[config.mk]
export PLATFORM = sky130hd
export DESIGN_NAME = pc_sequencer_flat
export DESIGN_NICKNAME = d
export VERILOG_FILES = /design/src/rtl/pc_sequencer_pkg.sv /design/src/rtl/pc_sequencer_if.sv /design/src/rtl/pc_sequencer_pc_next_sel.sv /design/src/rtl/pc_sequencer.sv /design/src/flat_wrapper.sv
export SDC_FILE = /design/constraint.sdc
export NUM_CORES = 1
export LEC_CHECK = 0
export CAP_MARGIN = 20
export CORE_MARGIN = 8
export CORE_UTILIZATION = 45
export DETAILED_ROUTE_END_ITERATION = 10
export HOLD_SLACK_MARGIN = 0.02
export PLACE_DENSITY = 0.92
export RECOVER_POWER = 50
export SETUP_SLACK_MARGIN = 0.2
export SYNTH_ARGS = -nofsm -noshare
export SYNTH_HDL_FRONTEND = slang
export SYNTH_SLANG_ARGS = --single-unit
[constraint.sdc]
create_clock -name clk -period 3.6 [get_ports clk]
set_input_delay 0.54 -clock clk [delete_from_list [all_inputs] [get_ports clk]]
set_output_delay 0.54 -clock clk [all_outputs]
set_load 0.05 [all_outputs]
[src/rtl/pc_sequencer_pkg.sv]
// pc_sequencer_pkg: shared types and constants for the instruction-fetch PC sequencer.
package pc_sequencer_pkg;
    localparam int XLEN = 32;
    localparam int INSTR_BYTES = 4;
    localparam logic [XLEN-1:0] RESET_VECTOR_DEFAULT = '0;
    typedef enum logic [2:0] {IDLE, REQ, WAIT, HOLD, FAULT} state_e;
endpackage

[src/rtl/pc_sequencer_if.sv]
// pc_sequencer_if: execute redirect, instruction-memory and decode handshakes of the fetch sequencer.
interface pc_sequencer_if;
    import pc_sequencer_pkg::*;
    logic            br_taken;
    logic [XLEN-1:0] br_target;
    logic            imem_req_valid;
    logic            imem_req_ready;
    logic [XLEN-1:0] imem_req_addr;
    logic            imem_rsp_valid;
    logic [31:0]     imem_rsp_data;
    logic            if_valid;
    logic            if_ready;
    logic [31:0]     if_instr;
    logic [XLEN-1:0] if_pc;
    logic            misalign;
    modport master (
        input  br_taken, br_target, imem_req_ready, imem_rsp_valid, imem_rsp_data, if_ready,
        output imem_req_valid, imem_req_addr, if_valid, if_instr, if_pc, misalign
    );
    modport slave (
        output br_taken, br_target, imem_req_ready, imem_rsp_valid, imem_rsp_data, if_ready,
        input  imem_req_valid, imem_req_addr, if_valid, if_instr, if_pc, misalign
    );
endinterface

[src/rtl/pc_sequencer_pc_next_sel.sv]
// pc_next_sel: next-pc select (hold / pc+4 / aligned target) with alignment check.
// PC_MISALIGN_TRAP_EN: misaligned targets flag a fault and hold pc; otherwise the low bits are forced to zero.
module pc_next_sel
    import pc_sequencer_pkg::*;
(
    input  logic [XLEN-1:0] pc_i,
    input  logic [XLEN-1:0] br_target_i,
    input  logic            br_taken_i,
    input  logic            inc_i,
    output logic [XLEN-1:0] pc_next_o,
    output logic            misalign_o
);
    logic [XLEN-1:0] tgt;
    assign tgt = br_target_i & ~XLEN'(INSTR_BYTES - 1);
`ifdef PC_MISALIGN_TRAP_EN
    assign misalign_o = br_taken_i & (br_target_i != tgt);
`else
    assign misalign_o = 1'b0;
`endif
    assign pc_next_o = misalign_o ? pc_i : br_taken_i ? tgt : inc_i ? pc_i + XLEN'(INSTR_BYTES) : pc_i;
endmodule

[src/rtl/pc_sequencer.sv]
// pc_sequencer: single-outstanding instruction fetch with redirect, wrong-path drop and decode buffer.
// PC_MISALIGN_TRAP_EN enables the sticky misalign fault (see pc_next_sel).
module pc_sequencer
    import pc_sequencer_pkg::*;
#(
    parameter logic [XLEN-1:0] RESET_VECTOR = RESET_VECTOR_DEFAULT
) (
    input logic            clk,
    input logic            reset,
    pc_sequencer_if.master bus
);
    state_e          state_q;
    logic [XLEN-1:0] pc_q, pc_d, if_pc_q;
    logic [31:0]     if_instr_q;
    logic            drop_q, misalign_q, br, inc, bad;

    assign br  = bus.br_taken & (state_q != FAULT);
    assign inc = (state_q == WAIT) & bus.imem_rsp_valid & ~drop_q;

    pc_next_sel u_sel (
        .pc_i        (pc_q),
        .br_target_i (bus.br_target),
        .br_taken_i  (br),
        .inc_i       (inc),
        .pc_next_o   (pc_d),
        .misalign_o  (bad)
    );

    always_ff @(posedge clk or posedge reset) begin
        if (reset) begin
            state_q    <= IDLE;
            pc_q       <= RESET_VECTOR;
            drop_q     <= 1'b0;
            if_instr_q <= '0;
            if_pc_q    <= '0;
            misalign_q <= 1'b0;
        end else begin
            pc_q <= pc_d;
            case (state_q)
                IDLE: state_q <= REQ;
                REQ: if (bus.imem_req_ready) begin
                    state_q <= WAIT;
                    drop_q  <= br;
                end
                // a redirect coinciding with the response kills it outright, so drop never needs setting
                WAIT: if (bus.imem_rsp_valid) begin
                    drop_q  <= 1'b0;
                    state_q <= (inc && !br) ? HOLD : REQ;
                    if (inc && !br) begin
                        if_instr_q <= bus.imem_rsp_data;
                        if_pc_q    <= pc_q;
                    end
                end else if (br) drop_q <= 1'b1;
                HOLD: if (br) begin
                    state_q    <= REQ;
                    if_instr_q <= '0;
                    if_pc_q    <= '0;
                end else if (bus.if_ready) state_q <= REQ;
                default: state_q <= FAULT;
            endcase
            if (bad) begin
                misalign_q <= 1'b1;
                state_q    <= FAULT;
            end
        end
    end

    assign bus.imem_req_valid = state_q == REQ;
    assign bus.imem_req_addr  = pc_q;
    assign bus.if_valid       = state_q == HOLD;
    assign bus.if_instr       = if_instr_q;
    assign bus.if_pc          = if_pc_q;
    assign bus.misalign       = misalign_q;
endmodule

[src/flat_wrapper.sv]
// flat-port wrapper written by rule: the top's interface ports become plain ports
module pc_sequencer_flat import pc_sequencer_pkg::*;
#(
    parameter logic [XLEN-1:0] RESET_VECTOR = RESET_VECTOR_DEFAULT
)
  (clk, reset, bus_br_taken, bus_br_target, bus_imem_req_ready, bus_imem_rsp_valid, bus_imem_rsp_data, bus_if_ready, bus_imem_req_valid, bus_imem_req_addr, bus_if_valid, bus_if_instr, bus_if_pc, bus_misalign);
  pc_sequencer_if bus_i ();
  input logic clk;
  input logic reset;
  input wire logic [$bits(bus_i.br_taken)-1:0] bus_br_taken;
  input wire logic [$bits(bus_i.br_target)-1:0] bus_br_target;
  input wire logic [$bits(bus_i.imem_req_ready)-1:0] bus_imem_req_ready;
  input wire logic [$bits(bus_i.imem_rsp_valid)-1:0] bus_imem_rsp_valid;
  input wire logic [$bits(bus_i.imem_rsp_data)-1:0] bus_imem_rsp_data;
  input wire logic [$bits(bus_i.if_ready)-1:0] bus_if_ready;
  output wire logic [$bits(bus_i.imem_req_valid)-1:0] bus_imem_req_valid;
  output wire logic [$bits(bus_i.imem_req_addr)-1:0] bus_imem_req_addr;
  output wire logic [$bits(bus_i.if_valid)-1:0] bus_if_valid;
  output wire logic [$bits(bus_i.if_instr)-1:0] bus_if_instr;
  output wire logic [$bits(bus_i.if_pc)-1:0] bus_if_pc;
  output wire logic [$bits(bus_i.misalign)-1:0] bus_misalign;
  assign bus_i.br_taken = bus_br_taken;
  assign bus_i.br_target = bus_br_target;
  assign bus_i.imem_req_ready = bus_imem_req_ready;
  assign bus_i.imem_rsp_valid = bus_imem_rsp_valid;
  assign bus_i.imem_rsp_data = bus_imem_rsp_data;
  assign bus_i.if_ready = bus_if_ready;
  assign bus_imem_req_valid = bus_i.imem_req_valid;
  assign bus_imem_req_addr = bus_i.imem_req_addr;
  assign bus_if_valid = bus_i.if_valid;
  assign bus_if_instr = bus_i.if_instr;
  assign bus_if_pc = bus_i.if_pc;
  assign bus_misalign = bus_i.misalign;
  pc_sequencer #(.RESET_VECTOR(RESET_VECTOR)) u_core (.clk(clk), .reset(reset), .bus(bus_i));
endmodule
### After elaboration in Yosys (flattened, before gate mapping)

Index checks and enable logic that the tools add are counted.

| word-level totals | value |
|---|---|
| register bits | 100 |
| input bits | 70 |
| output and inout port bits | 99 |
| word-level logic and storage cells | 48 |

| operators by class | value |
|---|---|
| add/subtract/negate cells | 1 |
| eq/ne operators | 10 |
| multiplexer cells | 19 |
| bitwise logic cells | 4 |
| reductions and logical operators | 9 |

Operator list:

| kind | number |
|---|---|
| 32-bit 2-to-1 mux | 7 |
| 32-bit one-hot mux with 2 select lines | 2 |
| 32-bit by 3-bit adder with 32-bit output (second input constant) | 1 |
| 3-bit 2-to-1 mux | 4 |
| 3-bit one-hot mux with 4 select lines | 1 |
| 3-bit by 2-bit equality test with 1-bit output (second input constant) | 2 |
| 2-bit != test (second input constant) | 3 |
| 3-bit by 2-bit != test with 1-bit output (second input constant) | 2 |
| 3-bit AND reduction | 2 |
| 2-bit nonzero test | 3 |
| 4-bit AND reduction | 1 |
| 1-bit AND | 3 |
| 3-bit by 1-bit equality test with 1-bit output (second input constant) | 1 |
| 3-bit logical NOT | 1 |
| 1-bit 2-to-1 mux | 3 |
| 3-bit != test (second input constant) | 1 |
| 2-bit 2-to-1 mux | 1 |
| 2-bit by 1-bit != test with 1-bit output (second input constant) | 1 |
| 1-bit one-hot mux with 2 select lines | 1 |
| 1-bit logical AND | 1 |
| 1-bit logical NOT | 1 |
| 1-bit NOT | 1 |

### Logic depth before layout (Yosys ltp)

| depth | value |
|---|---|
| word-level depth | 7 |
| depth in mapped cells | 8 |
| mapped depth without buffers | 6 |

### Modules after synthesis

From an unflattened synthesis, not the netlist that was laid out.

| second synthesis, totals | value |
|---|---|
| cells, all modules | 392 |
| area, all modules | 4,514.3 µm² |

By module, submodules not included:

| module | times used | cells each | area each (µm²) | seq. area each (µm²) |
|---|---|---|---|---|
| pc_sequencer | 1 | 213 | 3,454.6 | 2,527.4 |
| pc_next_sel | 1 | 179 | 1,059.8 | 0.0 |

### Worst setup path before layout

OpenSTA, ideal clock, no wires.

| timing | value |
|---|---|
| path type | flip-flop to flip-flop |
| start | register u_core.pc_q[2] (netlist: u_core.bus.imem_req_addr[2]) |
| end | register u_core.pc_q[30] (netlist: u_core.bus.imem_req_addr[30]) |
| setup time | 82 ps |
| data arrival time | 2,137 ps |
| required time | 3,518 ps |
| slack | 1,381 ps |
| stages on the path, launching flop included | 7 |
| buffers on the path | 0 |
| clock period less this slack | 2,219 ps |
| path through | dfrtp_1 -> ha_1 -> nand3_1 -> nor4_4 -> nand2_1 -> or3_1 -> a31oi_1 |

| on the way | value |
|---|---|
| longest elaborated chain between the ends | 3 |

RTL lines:

| item | line | source |
|---|---|---|
| start: declaration | pc_sequencer.sv:13 | `logic [XLEN-1:0] pc_q, pc_d, if_pc_q;` |
| start signal: assignment | pc_sequencer.sv:38 | `pc_q <= pc_d;` |
| 32-bit by 3-bit adder with 32-bit output | pc_sequencer_pc_next_sel.sv:20 | `assign pc_next_o = misalign_o ? pc_i : br_taken_i ? tgt : inc_i ? pc_i + XLEN'(INSTR_BYTES) : pc_i;` |
| 32-bit 2-to-1 mux (2 in series) | pc_sequencer_pc_next_sel.sv:20 |  |

No other way between the ends. The select of a mux whose other input is x is not followed.
A chain may end at the register's enable or synchronous reset.

### Worst setup path in the final report

| timing | value |
|---|---|
| start | input port bus_imem_rsp_valid |
| end | register u_core.if_pc_q[25] (netlist: u_core.bus.if_pc[25]) |

| on the way | value |
|---|---|
| longest elaborated chain between the ends | 5 |
| elaborated cells on any way between the ends | 6 |
| those cells by class | eq/ne (2); bitwise (2); reduce/logical (2) |

RTL lines:

| item | line | source |
|---|---|---|
| start: declaration | flat_wrapper.sv:13 | `input wire logic [$bits(bus_i.imem_rsp_valid)-1:0] bus_imem_rsp_valid;` |
| 1-bit AND (2 in series) | pc_sequencer.sv:18 | `assign inc = (state_q == WAIT) & bus.imem_rsp_valid & ~drop_q;` |
| 1-bit logical AND | pc_sequencer.sv:49 | `if (inc && !br) begin` |
| 2-bit != test (no source line) | -- |  |
| 4-bit AND reduction (no source line) * | -- |  |
| end signal: assignment | pc_sequencer.sv:51 | `if_pc_q <= pc_q;` |
| end: declaration | pc_sequencer.sv:13 |  |

Every way passes the cells marked *; elsewhere a longest branch is shown, timed or not.

==> reports/results.txt <==
status: finished with violations
failing checks: capacitance limit, slew limit
worst hold path class: reg2reg
leakage power: 3.16 nW
post-synthesis cell count: 465
post-synthesis cell type count: 41
# fillers: 755
#FFs+latches synth: 97
adder-cell area share of the yosys netlist: 0.275%
largest family of logic cells by synthesized area: simple AND/OR/NAND/NOR gates
Pint: 0.00258 W
RSZ-0062 raised after global routing: false
maximum vdd ir drop: 481 uV
CTS sink count: 97
PwrDens: 756 nW/um^2
simple-gate share of the synthesized area: 19.4%
sequential share of power: 33.0%
Vias: 4128
commonest non-fill, non-tap cell in the layout: clkdlybuf4s50_1
Worst Skew: 13.4 ps
Pre-Repair DR Iteration Count: 4
CTS tree: built
vias in the first global route: 4345
die width: 117 um
largest net degree at the start of global routing: 60
Antenna Nets Post-Route: 0
Psw: 0.00233 W
post-route setup TNS: 0 ps
post-cts sizing count: 0
Setup WS post-layout: 792 ps
crit path DAT: 3110 ps
layout net count: 688
Rows: 36
FFs w/ async S/R, synth: 100%
maximum clock frequency: 0.356 GHz
proportion of synthesized area in mux cells: 0.248%
Ant. Diodes: 0
drt total wl: 14.2 mm
GP Congestion: 0.829
synth top area cells: dfrtp_1, a21o_1, and3_1
pre-CTS WS: 895 ps
setup bufs post-CTS: 0
DRC: 0
Wirelength per Cell: 18.8 um
Setup violations, final: 0
DR vias/cell: 5.47
Layout Utilization: 66.5%
Critical Path End Type: flop
fin crit period: 2810 ps
EDFF count, synth: 0
most frequent cells in the layout: clkdlybuf4s50_1, dfrtp_1, nand3_1
total gr overflow: 0
switching share of power: 47.4%
ys flop type: dfrtp_1
H-Tree Depth: 3
first-pass GRT wire length: 22.4 mm
buffers from clock root to sink, at most: 2
worst hold path depth: 1
Compound-Gate Fraction of Synth Area: 15.8%
yosys warns: 0
WS Path Type: in2reg
Synth top area share: 53.4%
final period utilization: 78.0%
syn_area_per_cell: 9.78 um^2
die area: 13600 um^2
Iter 0 DRT Violations: 240
Synth Cell Area: 4550 um^2
IO Port Bufs: 163
initial antenna violation count: 0
Syn-to-layout area delta: 42.9%
maxcap violations: 2
Final Max Slew Viols: 85
Initial Util: 46.5%
Clock Latency Late Sink: 370 ps
Rel. slew slack: -37.8%
clock network power share: 16.4%
core area: 9770 um^2
clock-pin slew on the worst setup and hold paths: 100 ps
share of cells above drive strength 1: 6.11%
final hold violations: 0
R2R cell count: 6
slew at the pin with the worst max-slew slack: 2050 ps
# IOs: 169
Crit Path Max Fanout: 37
hold buffers post-CTS: 0
design area: 6500 um^2
Post-DP Area: 6290 um^2
WP data required: 3900 ps
CTS Root Cell: clkbuf_8
Critical Path Start Type: input pin
total CTS buffers: 9
Logic pwr share: 50.6%
XOR/XNOR Fraction of Synth Area: 4.43%
DPL Wire Length: 10.3 mm
Die H: 117 um
register area share after synthesis: 53.4%
biggest area consumer among synthesized cells: dfrtp_1
Total GRT Usage: 21.2%
[worst max-delay path, cell delays in order]
cell and delay [ps]:
dlygate4sd3_1 560, nand2b_1 140, or3_1 230, nor2_1 110, a21oi_2 110, clkbuf_1 1150, a22o_1 270
[final timing paths]
check,slack (ps),startpoint,end
max,790,bus_imem_rsp_valid,u_core.bus.if_pc[25]
min,480,u_core.bus.if_instr[11],u_core.bus.if_instr[11]
max reg2reg,960,u_core.state_q[0],u_core.bus.if_pc[25]
min reg2reg,480,u_core.bus.if_instr[11],u_core.bus.if_instr[11]
max in group asynchronous,940,reset,u_core.bus.if_pc[14]
min in group asynchronous,1150,reset,u_core.bus.if_pc[2]
[power by group through the flow]
stage / clock, W / sequential, W / combinational [W]
2_1_floorplan: 0 / 0.00264 / 0.000607
6_report: 0.000803 / 0.00162 / 0.00249
5_1_grt: 0.000861 / 0.00166 / 0.00262
4_1_cts: 0.000816 / 0.00163 / 0.00256
3_5_place_dp: 0 / 0.00164 / 0.00255
3_3_place_gp: 0 / 0.00162 / 0.00250
[per-layer routing]
layer  global-route usage [%]  routed length (um)
met2                     36.4                6960
met5                        0                   0
met1                     23.1                5400
met3                     9.98                1600
met4                     6.06                 225
[synthesized netlist by cell type (5+ instances only)]
cell / count
a31oi_1: 8
o21ai_0: 34
and3_1: 36
nand4_1: 15
buf_2: 7
nand2b_1: 5
a21oi_1: 5
clkbuf_1: 20
dfrtp_1: 97
inv_1: 33
o21ai_1: 21
a21o_1: 32
xor2_1: 21
nor2_1: 16
buf_4: 7
nand2_1: 32
nand3_1: 38
[cell families (layout without fill, tap and decap cells)]
| logic type | after synthesis | count (layout) |
|---|---|---|
| AND/OR/NAND/NOR | 159 | 159 |
| AO/OA/AOI/OAI | 115 | 115 |
| flip-flops | 97 | 97 |
| buffers and inverters | 68 | 223 |
| XOR/XNOR | 23 | 23 |
| adder cells (fa/ha/maj) | 1 | 1 |
| other | 1 | 3 |
| multiplexers | 1 | 1 |
[state kept, by name (all words and copies together), names as in the netlist]
| signal | count |
|---|---|
| u_core.state_q | 3 |
| u_core.bus.if_pc | 31 |
| u_core.bus.imem_req_addr | 30 |
| u_core.drop_q | 1 |
| u_core.bus.if_instr | 32 |
[area by class of cell]
class                   instances  area (um^2)  share of cell area, %
flip-flops and latches         97         2430                   37.4
multi-input cells             302         1850                   28.5
repair buffers                173         1700                   26.1
well taps                     133          166                   2.56
clock buffers                  10          138                   2.12
inverters                      34          129                   1.98
clock inverters                 6         90.1                   1.39
[through the flow]
step                power, W  hold slack, ps  std cells
floorplan            0.00325             506        467
global placement     0.00412             458        739
detailed placement   0.00419             466        739
CTS                  0.00500             491        755
global route         0.00514             501        755
finish               0.00491             482        755
Note: power is estimated with default switching activity, not from simulation.
